<file path="config.mk">
export PLATFORM = sky130hd
export DESIGN_NAME = game_sequencer
export DESIGN_NICKNAME = d
export VERILOG_FILES = /design/src/rtl/game_pkg.sv /design/src/rtl/box_overlap.sv /design/src/rtl/game_sequencer.sv
export SDC_FILE = /design/constraint.sdc
export NUM_CORES = 1
export LEC_CHECK = 0
export CORE_ASPECT_RATIO = 1.4
export CORE_UTILIZATION = 47
export DETAILED_ROUTE_END_ITERATION = 8
export DONT_BUFFER_PORTS = 1
export GPL_TIMING_DRIVEN = 0
export PLACE_DENSITY = 0.73
export SLEW_MARGIN = 20
export SYNTH_ARGS = -nofsm -noshare
export SYNTH_HDL_FRONTEND = slang
export SYNTH_SLANG_ARGS = --single-unit
</file>
<file path="constraint.sdc">
create_clock -name clk -period 4.4 [get_ports clk]
set_input_delay 0.88 -clock clk [delete_from_list [all_inputs] [get_ports clk]]
set_output_delay 0.88 -clock clk [all_outputs]
set_load 0.02 [all_outputs]
</file>
<file path="src/rtl/game_pkg.sv">
// Shared constants for the volcano flight game: state encoding, screen bounds and
// object box sizes reused by the sequencer, movers and renderer.
package game_pkg;

    typedef enum logic [1:0] {
        ST_IDLE = 2'd0,
        ST_PLAY = 2'd1,
        ST_HIT  = 2'd2,
        ST_OVER = 2'd3
    } state_t;

    localparam int SCREEN_TOP    = 40;
    localparam int SCREEN_BOTTOM = 400;
    localparam int SCREEN_LEFT   = 120;

    localparam int DEF_PLANE_X = 100;
    localparam int DEF_PLANE_W = 32;
    localparam int DEF_PLANE_H = 16;
    localparam int DEF_LAVA_W  = 16;
    localparam int DEF_LAVA_H  = 16;
    localparam int DEF_MTN_W   = 40;
    localparam int DEF_MTN_H   = 80;

    // Widen a 10-bit coordinate so position+size sums cannot wrap.
    function automatic logic [10:0] ext11(input logic [9:0] v);
        return {1'b0, v};
    endfunction

endpackage

</file>
<file path="src/rtl/box_overlap.sv">
// Combinational axis-aligned bounding-box overlap test between box A and box B,
// evaluated at 11 bits so edge sums near the screen limit stay exact.
module box_overlap
    import game_pkg::*;
#(
    parameter int AW = DEF_PLANE_W,
    parameter int AH = DEF_PLANE_H,
    parameter int BW = DEF_LAVA_W,
    parameter int BH = DEF_LAVA_H
) (
    input  logic [9:0] i_ax,
    input  logic [9:0] i_ay,
    input  logic [9:0] i_bx,
    input  logic [9:0] i_by,
    output logic       o_hit
);

    logic w_xOverlap;
    logic w_yOverlap;

    assign w_xOverlap = (ext11(i_ax) < (ext11(i_bx) + 11'(BW))) &&
                        (ext11(i_bx) < (ext11(i_ax) + 11'(AW)));
    assign w_yOverlap = (ext11(i_ay) < (ext11(i_by) + 11'(BH))) &&
                        (ext11(i_by) < (ext11(i_ay) + 11'(AH)));
    assign o_hit      = w_xOverlap && w_yOverlap;

endmodule

</file>
<file path="src/rtl/game_sequencer.sv">
// Central game controller: IDLE/PLAY/HIT/OVER sequencing, movement strobe,
// collision checks against the three obstacles, lives and saturating score.
module game_sequencer
    import game_pkg::*;
#(
    parameter int FRAME_DIV  = 4,
    parameter int LIVES      = 3,
    parameter int HIT_FRAMES = 32,
    parameter int PLANE_X    = DEF_PLANE_X,
    parameter int PLANE_W    = DEF_PLANE_W,
    parameter int PLANE_H    = DEF_PLANE_H,
    parameter int LAVA_W     = DEF_LAVA_W,
    parameter int LAVA_H     = DEF_LAVA_H,
    parameter int MTN_W      = DEF_MTN_W,
    parameter int MTN_H      = DEF_MTN_H
) (
    input  logic       clk,
    input  logic       reset,
    input  logic       frame_tick,
    input  logic       start,
    input  logic [9:0] plane_y,
    input  logic [9:0] lava_x,
    input  logic [9:0] lava_y,
    input  logic [9:0] mountain1_x,
    input  logic [9:0] mountain1_y,
    input  logic [9:0] mountain2_x,
    input  logic [9:0] mountain2_y,
    input  logic       obstacle_passed,
    output logic       step_en,
    output logic       game_over,
    output logic [1:0] state,
    output logic [1:0] lives,
    output logic [7:0] score,
    output logic       flash
);

    state_t     r_state, w_nextState;
    logic       r_startQ;
    logic [3:0] r_div, w_nextDiv;
    logic       r_step, w_nextStep;
    logic       r_chk;
    logic [5:0] r_hitTimer, w_nextHitTimer;
    logic [1:0] r_flashCnt, w_nextFlashCnt;
    logic       r_flash, w_nextFlash;
    logic [1:0] r_lives, w_nextLives;
    logic [7:0] r_score, w_nextScore;
    logic       r_gameOver, w_nextGameOver;

    logic       w_startRise;
    logic       w_active;
    logic       w_hitLava, w_hitMtn1, w_hitMtn2, w_hit;

    assign w_startRise = start && !r_startQ;
    assign w_active    = (r_state == ST_PLAY) || (r_state == ST_HIT);

    box_overlap #(.AW(PLANE_W), .AH(PLANE_H), .BW(LAVA_W), .BH(LAVA_H)) u_lava (
        .i_ax(10'(PLANE_X)), .i_ay(plane_y), .i_bx(lava_x), .i_by(lava_y), .o_hit(w_hitLava)
    );
    box_overlap #(.AW(PLANE_W), .AH(PLANE_H), .BW(MTN_W), .BH(MTN_H)) u_mtn1 (
        .i_ax(10'(PLANE_X)), .i_ay(plane_y), .i_bx(mountain1_x), .i_by(mountain1_y), .o_hit(w_hitMtn1)
    );
    box_overlap #(.AW(PLANE_W), .AH(PLANE_H), .BW(MTN_W), .BH(MTN_H)) u_mtn2 (
        .i_ax(10'(PLANE_X)), .i_ay(plane_y), .i_bx(mountain2_x), .i_by(mountain2_y), .o_hit(w_hitMtn2)
    );

    assign w_hit = w_hitLava || w_hitMtn1 || w_hitMtn2;

    always_comb begin
        w_nextState     = r_state;
        w_nextDiv       = r_div;
        w_nextStep      = 1'b0;
        w_nextHitTimer  = r_hitTimer;
        w_nextFlashCnt  = r_flashCnt;
        w_nextFlash     = r_flash;
        w_nextLives     = r_lives;
        w_nextScore     = r_score;

        if (w_active && frame_tick) begin
            if (r_div == 4'(FRAME_DIV - 1)) begin
                w_nextDiv  = 4'd0;
                w_nextStep = 1'b1;
            end else begin
                w_nextDiv  = r_div + 4'd1;
            end
        end

        // Passes still score on the cycle the final hit moves us to OVER.
        if (w_active && obstacle_passed && (r_score != 8'hFF))
            w_nextScore = r_score + 8'd1;

        case (r_state)
            ST_IDLE: begin
                if (w_startRise) begin
                    w_nextLives = 2'(LIVES);
                    w_nextScore = 8'd0;
                    w_nextDiv   = 4'd0;
                    w_nextState = ST_PLAY;
                end
            end
            ST_PLAY: begin
                if (r_chk && w_hit) begin
                    if (r_lives == 2'd1) begin
                        w_nextLives = 2'd0;
                        w_nextState = ST_OVER;
                    end else begin
                        w_nextLives    = r_lives - 2'd1;
                        w_nextState    = ST_HIT;
                        w_nextHitTimer = 6'(HIT_FRAMES);
                        w_nextFlashCnt = 2'd0;
                        w_nextFlash    = 1'b0;
                    end
                end
            end
            ST_HIT: begin
                if (frame_tick) begin
                    w_nextFlashCnt = r_flashCnt + 2'd1;
                    if (r_flashCnt == 2'd3)
                        w_nextFlash = !r_flash;
                    w_nextHitTimer = r_hitTimer - 6'd1;
                    if (r_hitTimer == 6'd1) begin
                        w_nextState = ST_PLAY;
                        w_nextFlash = 1'b0;
                    end
                end
            end
            ST_OVER: begin
                if (w_startRise)
                    w_nextState = ST_IDLE;
            end
            default: w_nextState = ST_IDLE;
        endcase

        w_nextGameOver = (w_nextState == ST_IDLE) || (w_nextState == ST_OVER);
    end

    always_ff @(posedge clk) begin
        if (reset) begin
            r_state    <= ST_IDLE;
            r_startQ   <= 1'b0;
            r_div      <= 4'd0;
            r_step     <= 1'b0;
            r_chk      <= 1'b0;
            r_hitTimer <= 6'd0;
            r_flashCnt <= 2'd0;
            r_flash    <= 1'b0;
            r_lives    <= 2'd0;
            r_score    <= 8'd0;
            r_gameOver <= 1'b1;
        end else begin
            r_state    <= w_nextState;
            r_startQ   <= start;
            r_div      <= w_nextDiv;
            r_step     <= w_nextStep;
            r_chk      <= r_step;
            r_hitTimer <= w_nextHitTimer;
            r_flashCnt <= w_nextFlashCnt;
            r_flash    <= w_nextFlash;
            r_lives    <= w_nextLives;
            r_score    <= w_nextScore;
            r_gameOver <= w_nextGameOver;
        end
    end

    assign step_en   = r_step;
    assign game_over = r_gameOver;
    assign state     = r_state;
    assign lives     = r_lives;
    assign score     = r_score;
    assign flash     = r_flash;

endmodule

</file>
==> metrics.yaml, run 1 <==
placed_design:
  io_buffers: 0
  gp_congestion: 0.912
  dpl.hpwl_mm: 6.76
  dp.cells: 501
sta:
  max_slew.worst_pin.slew_ps: 542
  drv_slew: 0
  finalSetupViolCount: 0
  final_hold_viol_count: 0
  final.setup.tns_ps: 0
  timing.fmax_mhz: 274
  rsz0062_at_grt: "no"
  fin_skew_ps: 5.52
  period_minus_slack_ps: 3650
  period_share: 0.828
  relSlewSlack: 0.629
yosys:
  synth_edf_count: 0
  synth_seq_cells: 29
  synthCells: 406
  synthesis.area_sq_um: 3370
  synth_top_area_frac: 0.249
  synthDistinctLibCells: 63
  ys_async_sr_fraction: 0
  ys.flop_type: "dfxtp_1"
  yosysTopAreaCell: "ha_1"
  netlist_top_cells_area: "ha_1 (25%), dfxtp_1 (17%), xor2_1 (4.2%), nor2_1 (4.0%), inv_1 (3.3%)"
  avgSynthCellArea_sq_um: 8.30
  ys_seq_area_frac: 0.172
  syn-num-nets: 548
  yosysWarnings: 0
die:
  coreArea_sq_um: 6940
  die_h_microns: 102
  die_w_microns: 73.6
  ios: 90
  dieArea_sq_um: 7520
  start_util: 0.486
  rows: 36
power:
  leakagePower_nw: 1.47
  total_power_mw: 0.701
  peakVddDrop_mv: 0.304
  p_per_area_nw_per_um2: 196
worst_setup_path:
  critPathArrivalTime_ps: 3790
  crit_chain: "ha_1, nand3_1, xor2_1, ha_1, a2111oi_0, o211ai_1, a32oi_1, o2bb2ai_4, o21ai_1, a2111oi_0, a211oi_1"
  path_class: "in -> reg"
  end_kind: "flop"
  path_delay_family: "compound AO/OA/AOI/OAI gates"
  critPathBufInv: 0
  slowest_delay_ps: 520
  critPathRequiredTime_ps: 4540
  worstSetupStartpointType: "input port"
  rr_endpoint: "score[7]"
  worst_path_max_delay_cell: "a2111oi_0"
  r2r-start: "state[0]"
  cp_max_fo: 6
  reg2reg_setup_slack_ps: 1940
  reg2reg_depth: 8
cts:
  post-cts-setup-buffers: 0
  post_cts_resized: 0
  clock-sinks: 29
  cts_buffer_depth: 2
  cts-root-buf: "clkbuf_8"
  path_clk_slew_ps: 60
  cts_buffers: 5
  cts_hold_buf: 0
  tritoncts: "yes"
  clk-insertion-delay-late_ps: 280
  h-tree-depth: 2
finish:
  drive_gt1_frac: 0.0628
  multiInputGateArea_sq_um: 2640
  syn2layout_area_growth_pct: 6.09
  regArea_sq_um: 581
  layout.cells.non_filler: 509
  fin_nets: 555
  fillers: 659
  diodes: 0
global_route:
  grt-ovfl-total: 0
  grt_use_total: 0.218
  grt_max_degree: 11
  grt_pass1_vias: 3012
  antenna_found_initial: 0
  grt_pass1_wl_mm: 12.8
worst_hold_path:
  hold_depth: 2
  hp-class: "reg -> reg"
  min-delay-start: "r_flashCnt[1]"
  min_to: "r_flashCnt[1]"
route:
  vias_per_cell: 5.98
  routedWlPerCell_microns: 16.0
  dr.pass1.iters: 4
  drt_iter0_markers: 84
  via_count: 3042
  wirelength_mm: 8.15
  drc: 0
  ant_nets: 0
flow_run:
  cap_violations: 0
status:
  status: "finished, final reports clean"
[tightest hold or removal path, delay by kind of cell (launching register included)]
| kind | cells | cell delay (ps) |
|---|---|---|
| DFF | 1 | 310 |
| muxes | 1 | 60 |
| and+or+nand+nor | 1 | 70 |
[how the worst max path moves through the flow]
stage | start | to | slack [ps] | cells past startpoint
2_1_floorplan | plane_y[4] | flash | 1060 | 11
5_1_grt | plane_y[4] | flash | 690 | 11
3_3_place_gp | plane_y[4] | flash | 720 | 11
6_report | plane_y[4] | flash | 750 | 11
3_5_place_dp | plane_y[4] | flash | 570 | 11
4_1_cts | plane_y[4] | flash | 860 | 11
[cell usage after synthesis, types with 8 or more instances]
cell type   n
dfxtp_1    29
inv_1      30
xor2_1     16
ha_1       67
mux2i_1     8
nor2_1     36
o21ai_0    21
nor2b_1     9
nand2_1    20
nand2b_1   13
nand3_1    18
a21oi_1    22
[sequential cells by signal (all words and copies together), names as in the netlist]
name and cells:
score 8, r_hitTimer 6, r_div 4, lives 2, r_flashCnt 2, state 2
flash 1, game_over 1, r_chk 1, r_startQ 1, step_en 1
[cell families after synthesis]
kind of cell | after synthesis | synth area share
DFF | 29 | 0.172
buffers and inverters | 37 | 0.0434
AOI/OAI and AO/OA | 107 | 0.240
adders and majority gates | 67 | 0.249
xor gates and xnor gates | 23 | 0.0598
muxes | 8 | 0.0238
and+or+nand+nor | 135 | 0.212
[final cells by class]
cell class	count	area share
Buffer	7	0.00945
Tap cell	95	0.0332
Sequential cell	29	0.162
Clock buffer	5	0.0192
Clock inverter	3	0.00490
Inverter	30	0.0315
Multi-Input combinational cell	340	0.739
[per-stage QoR]
stage	area (sq um)	setup slack [ps]	util	hold slack, ps
global placement	3490	715	0.503	465
CTS	3580	857	0.516	487
finish	3580	755	0.516	486
global route	3580	691	0.516	515
floorplan	3370	1060	-	453
detailed placement	3490	568	0.503	477
[cell usage in the layout (no fill, tap or decap), drive strengths merged, types with 9 or more instances in the layout]
master and n:
a21oi 24, clkbuf 11, dfxtp 29, ha 67
inv 30, nand2 20, nand2b 13, nand3 18
nor2 36, nor2b 9, o21ai 24, xor2 16
[power by group]
part,total (mW),switching (mW),internal [mW]
Clock,0.213,0.105,0.109
Combinational,0.212,0.116,0.0959
Sequential,0.276,0.00850,0.267
[metal layers]
layer	wire [microns]	global-route usage	vias to the layer above
met5	0	0	-
met4	221	0.0991	0
met3	443	0.0444	15
met2	4470	0.446	92
met1	3010	0.196	1414
li1	-	-	1521
Power figures use the tool's default switching activity.
==> inputs of run 2 (changes only) <==
- PLACE_DENSITY: 0.73 -> 0.75
- clock period: 4.4 -> 2.9 ns (I/O delays scaled with it)
==> run 2 against run 1 <==
Count of clock-buffer cells in the layout grew 1. Wire length fell by 0.25%. Sequential cell count stayed put. Combinational power rose by 69%. Highest routed layer unchanged. Die area unchanged. Critical path type unchanged. Cell count up 0.79%. Clock skew increased by 1.7 ps. Critical path depth grew 1. Setup slack got worse by 640 ps. Critical endpoint is now r_hitTimer[0].
==> metrics.yaml, run 2 (synthesized netlist as in run 1, its figures left out) <==
status:
  status: "finished, final reports clean"
cts:
  path_clk_slew_ps: 60
  cts_buffers: 5
  cts-root-buf: "clkbuf_8"
  clock-sinks: 29
  cts_hold_buf: 0
  clk-insertion-delay-late_ps: 290
  cts_buffer_depth: 2
  tritoncts: "yes"
  h-tree-depth: 2
die:
  die_h_microns: 102
  dieArea_sq_um: 7520
  rows: 36
  start_util: 0.486
  ios: 90
  coreArea_sq_um: 6940
  die_w_microns: 73.6
worst_setup_path:
  reg2reg_setup_slack_ps: 430
  path_class: "in -> reg"
  path_delay_family: "compound AO/OA/AOI/OAI gates"
  critPathBufInv: 1
  reg2reg_depth: 8
  rr_endpoint: "score[5]"
  worstSetupStartpointType: "input port"
  crit_top_cell: "ha_4"
  crit_chain: "ha_4, nand3_4, xor2_4, buf_12, ha_4, a2111oi_4, o211ai_1, a32oi_2, o2bb2ai_4, o211ai_4, a21oi_4, mux2i_1"
  worst_path_max_delay_cell: "a2111oi_4"
  critPathArrivalTime_ps: 2990
  r2r-start: "state[0]"
  slowest_delay_ps: 350
  end_kind: "flop"
  cp_max_fo: 6
  critPathRequiredTime_ps: 3110
finish:
  diodes: 0
  layout_common_cells: "ha_1 (64), nor2_1 (36), inv_1 (30), dfxtp_1 (29), a21oi_1 (22)"
  drive_gt1_frac: 0.0981
  final_common_cell: "ha_1"
  syn2layout_area_growth_pct: 11.0
  fin_nets: 559
  fillers: 677
  fin_area_sq_um: 3740
  largest_reg_flops: 8
worst_hold_path:
  hold_depth: 1
  hp-class: "in -> reg"
  min_to: "r_startQ"
  min-delay-start: "start"
sta:
  timing.fmax_mhz: 359
  fin_skew_ps: 7.23
  max_slew.worst_pin.slew_ps: 509
  drv_slew: 0
  finalSetupViolCount: 0
  final_hold_viol_count: 0
  final.setup.worst_slack_ps: 116
  period_share: 0.960
  period_minus_slack_ps: 2780
  relSlewSlack: 0.661
placed_design:
  gp_congestion: 0.886
  dpl_cell_area_sq_um: 3540
  io_buffers: 0
  dpl.hpwl_mm: 6.52
  place_ws_ps: -384
global_route:
  grt-ovfl-total: 0
  grt_pass1_vias: 2952
  grt_use_total: 0.210
  grt_max_degree: 11
  grt_pass1_wl_mm: 12.3
  antenna_found_initial: 0
power:
  p_per_area_nw_per_um2: 294
  peakVddDrop_mv: 0.366
  leakagePower_nw: 1.51
  total_power_mw: 1.10
route:
  drt_iter0_markers: 125
  wirelength_mm: 8.13
  via_count: 3061
  dr.pass1.iters: 4
  ant_nets: 0
  vias_per_cell: 5.97
  drc: 0
  routedWlPerCell_microns: 15.8
flow_run:
  cap_violations: 0
run 2: cell count changes in the layout (fill, tap and decap cells not counted), sizes merged:
cell	previous run	this run
buf	1	5
clkinvlp	1	0
clkbuf	11	12
run 2: power breakdown:
group	total (mW)	switching, mW	leakage [nW]	internal [mW]
clock network	0.323	0.157	0.0450	0.166
registers	0.418	0.0127	0.235	0.406
logic	0.358	0.190	1.23	0.168
run 2: worst register-to-register path, stage by stage, from the launching register on:
cell and delay [ps]:
dfxtp_1 510, inv_1 160, ha_1 480, nand2_1 120, a31oi_1 400, and4_1 330
nand3_1 110, xor2_1 170, nor2_1 60
run 2: what timing repair did:
item                       CTS  global route
pin swaps                    0             9
buffers inserted             0             4
gates resized for setup      1             9
setup endpoints to repair    8             9
run 2: cell type report:
| class | count | area (sq um) | area share |
|---|---|---|---|
| clock inverters | 2 | 10.0 | 0.00267 |
| plain buffers | 7 | 33.8 | 0.00903 |
| clock buffers | 6 | 72.6 | 0.0194 |
| multi-input cells | 340 | 2770 | 0.741 |
| well taps | 95 | 119 | 0.0318 |
| flip-flops and latches | 29 | 581 | 0.155 |
| inverters | 30 | 113 | 0.0301 |
| repair buffers | 4 | 42.5 | 0.0114 |
run 2: metrics by stage:
| stage | TNS (ps) | util | hold WS, ps | std cells |
|---|---|---|---|---|
| 3_5_place_dp | -3970 | 0.510 | 470 | 501 |
| 2_1_floorplan | -2.86 | - | 453 | 406 |
| 3_3_place_gp | -3440 | 0.510 | 466 | 501 |
| 5_1_grt | -17.0 | 0.540 | 424 | 513 |
| 6_report | 0 | 0.540 | 426 | 513 |
| 4_1_cts | 0 | 0.523 | 422 | 509 |
run 2: layer usage:
metal,GRT usage,share of wire,vias up
met3,0.0424,0.063,20
met2,0.420,0.54,89
met1,0.195,0.36,1426
met4,0.102,0.038,0
li1,-,-,1526
met5,0,0,-
run 2: how the worst max path moves through the flow:
stage	to	slack (ps)	cells past startpoint	start
2_1_floorplan	r_hitTimer[5]	-3	11	plane_y[4]
3_3_place_gp	r_hitTimer[2]	-350	11	plane_y[4]
3_5_place_dp	r_hitTimer[5]	-380	11	plane_y[4]
4_1_cts	r_hitTimer[5]	7	11	plane_y[4]
5_1_grt	r_hitTimer[0]	-20	12	plane_y[4]
6_report	r_hitTimer[0]	120	12	plane_y[4]
==> inputs of run 3 (changes only) <==
- SETUP_SLACK_MARGIN: unset -> 0.1
==> run 3 against run 2 <==
Clock power is 33% higher. Clock skew decreased by 4.1 ps. Non-clock buffer count stayed put. Count of clock-buffer cells in the layout up 1. Via count is 0.36% lower. Power increased by 11%. Hold slack gained 15 ps.
==> metrics.yaml, run 3 (synthesized netlist as in run 1, its figures left out) <==
finish:
  drive_gt1_frac: 0.112
  regArea_sq_um: 581
  syn2layout_area_growth_pct: 14.1
  diodes: 0
  fillers: 672
  final_common_cell: "ha_1"
  multiInputGateArea_sq_um: 2830
  largest_reg_flops: 8
  layout.cells.non_filler: 513
  fin_nets: 559
  layout_common_cells: "ha_1 (63), nor2_1 (36), inv_1 (30), dfxtp_1 (29), a21oi_1 (22)"
route:
  vias_per_cell: 5.95
  drt_iter0_markers: 120
  drc: 0
  ant_nets: 0
  via_count: 3050
  routedWlPerCell_microns: 16.2
  dr.pass1.iters: 4
  wirelength_mm: 8.32
placed_design:
  dpl.hpwl_mm: 6.69
  gp_congestion: 0.829
  io_buffers: 0
  dp.cells: 501
worst_setup_path:
  critPathArrivalTime_ps: 3000
  r2r-start: "state[0]"
  end_kind: "flop"
  critPathRequiredTime_ps: 3120
  path_delay_family: "compound AO/OA/AOI/OAI gates"
  rr_endpoint: "score[5]"
  worst_path_max_delay_cell: "a2111oi_2"
  cp_max_fo: 6
  reg2reg_setup_slack_ps: 430
  slowest_delay_ps: 350
  worstSetupStartpointType: "input port"
  crit_chain: "ha_4, nand3_4, xor2_4, buf_12, ha_4, a2111oi_4, o211ai_1, a32oi_2, o2bb2ai_4, o211ai_4, a2111oi_2, o21ba_1"
  crit_top_cell: "ha_4"
  path_class: "in -> reg"
  critPathBufInv: 1
  reg2reg_depth: 8
power:
  p_per_area_nw_per_um2: 318
  peakVddDrop_mv: 0.294
  leakagePower_nw: 1.53
global_route:
  grt_use_met1: 0.201
  grt_pass1_vias: 3033
  met2_usage: 0.441
  grt_use_total: 0.220
  grt_max_degree: 11
  use_met3: 0.0434
  grt-ovfl-total: 0
  grt_pass1_wl_mm: 12.8
  busiest_layer: "met2"
  antenna_found_initial: 0
cts:
  cts_hold_buf: 0
  h-tree-depth: 2
  cts_buffers: 5
  path_clk_slew_ps: 60
  cts-root-buf: "clkbuf_8"
  clk-insertion-delay-late_ps: 280
  cts_buffer_depth: 2
  clock-sinks: 29
  tritoncts: "yes"
sta:
  period_minus_slack_ps: 2770
  period_share: 0.956
  fin_skew_ps: 3.13
  relSlewSlack: 0.651
  max_slew.worst_pin.slew_ps: 524
  rsz0062_at_grt: "yes"
  drv_slew: 0
  timing.fmax_mhz: 361
  hold_slack_ps: 441
  finalSetupViolCount: 0
  final_hold_viol_count: 0
die:
  coreArea_sq_um: 6940
  dieArea_sq_um: 7520
  die_h_microns: 102
  ios: 90
  rows: 36
  start_util: 0.486
  die_w_microns: 73.6
worst_hold_path:
  hold_depth: 1
  hp-class: "in -> reg"
  min_to: "r_startQ"
  min-delay-start: "start"
flow_run:
  cap_violations: 0
status:
  status: "finished, final reports clean"
run 3: cell types whose count changed in the layout (fill, tap and decap cells not counted), moves of 2 or more:
cell | before | now
buf_6 | 1 | 3
o21ai_0 | 20 | 18
buf_4 | 3 | 1
clkinv_2 | 2 | 0
run 3: final cells by class:
class                      instances  share of cell area
multi-input combinational        340               0.737
timing repair buffer               4              0.0130
inverter                          30              0.0293
buffer                             7             0.00878
tap                               95              0.0309
clock inverter                     1             0.00781
clock buffer                       7              0.0224
sequential                        29               0.151
run 3: how the worst max path moves through the flow:
| stage | endpoint | from | cells past startpoint |
|---|---|---|---|
| global placement | r_hitTimer[5] | plane_y[4] | 11 |
| detailed placement | r_hitTimer[5] | plane_y[4] | 11 |
| floorplan | r_hitTimer[5] | plane_y[4] | 11 |
| finish | r_hitTimer[4] | plane_y[4] | 12 |
| CTS | r_hitTimer[5] | plane_y[4] | 11 |
| global route | r_hitTimer[4] | plane_y[4] | 12 |
run 3: layer usage:
metal / vias to the layer above / wire, microns / part of all wire
li1: 1523 / - / -
met1: 1429 / 3070 / 0.37
met2: 79 / 4550 / 0.55
met5: - / 0 / 0
met4: 0 / 292 / 0.035
met3: 19 / 397 / 0.048
run 3: timing repair:
action	CTS	global route
setup buffers	2	2
pin swaps	4	15
endpoints found under the setup margin	10	13
resized for setup	5	18
cloned	0	0
run 3: stage by stage:
| step | utilization | TNS [ps] | instance area (sq um) | power, mW | setup slack (ps) |
|---|---|---|---|---|---|
| floorplan | - | -2.86 | 3420 | 0.693 | -2.86 |
| global placement | 0.510 | -3440 | 3540 | 0.744 | -352 |
| detailed placement | 0.510 | -3580 | 3540 | 0.760 | -355 |
| CTS | 0.534 | 0 | 3700 | 1.20 | 111 |
| global route | 0.554 | 0 | 3850 | 1.30 | 73.8 |
| finish | 0.554 | 0 | 3850 | 1.22 | 127 |
run 3: power by group:
part | switching, mW | internal (mW) | leakage, nW
Combinational | 0.199 | 0.175 | 1.24
Clock | 0.151 | 0.280 | 0.0585
Sequential | 0.0129 | 0.406 | 0.235
Total | 0.362 | 0.861 | 1.53
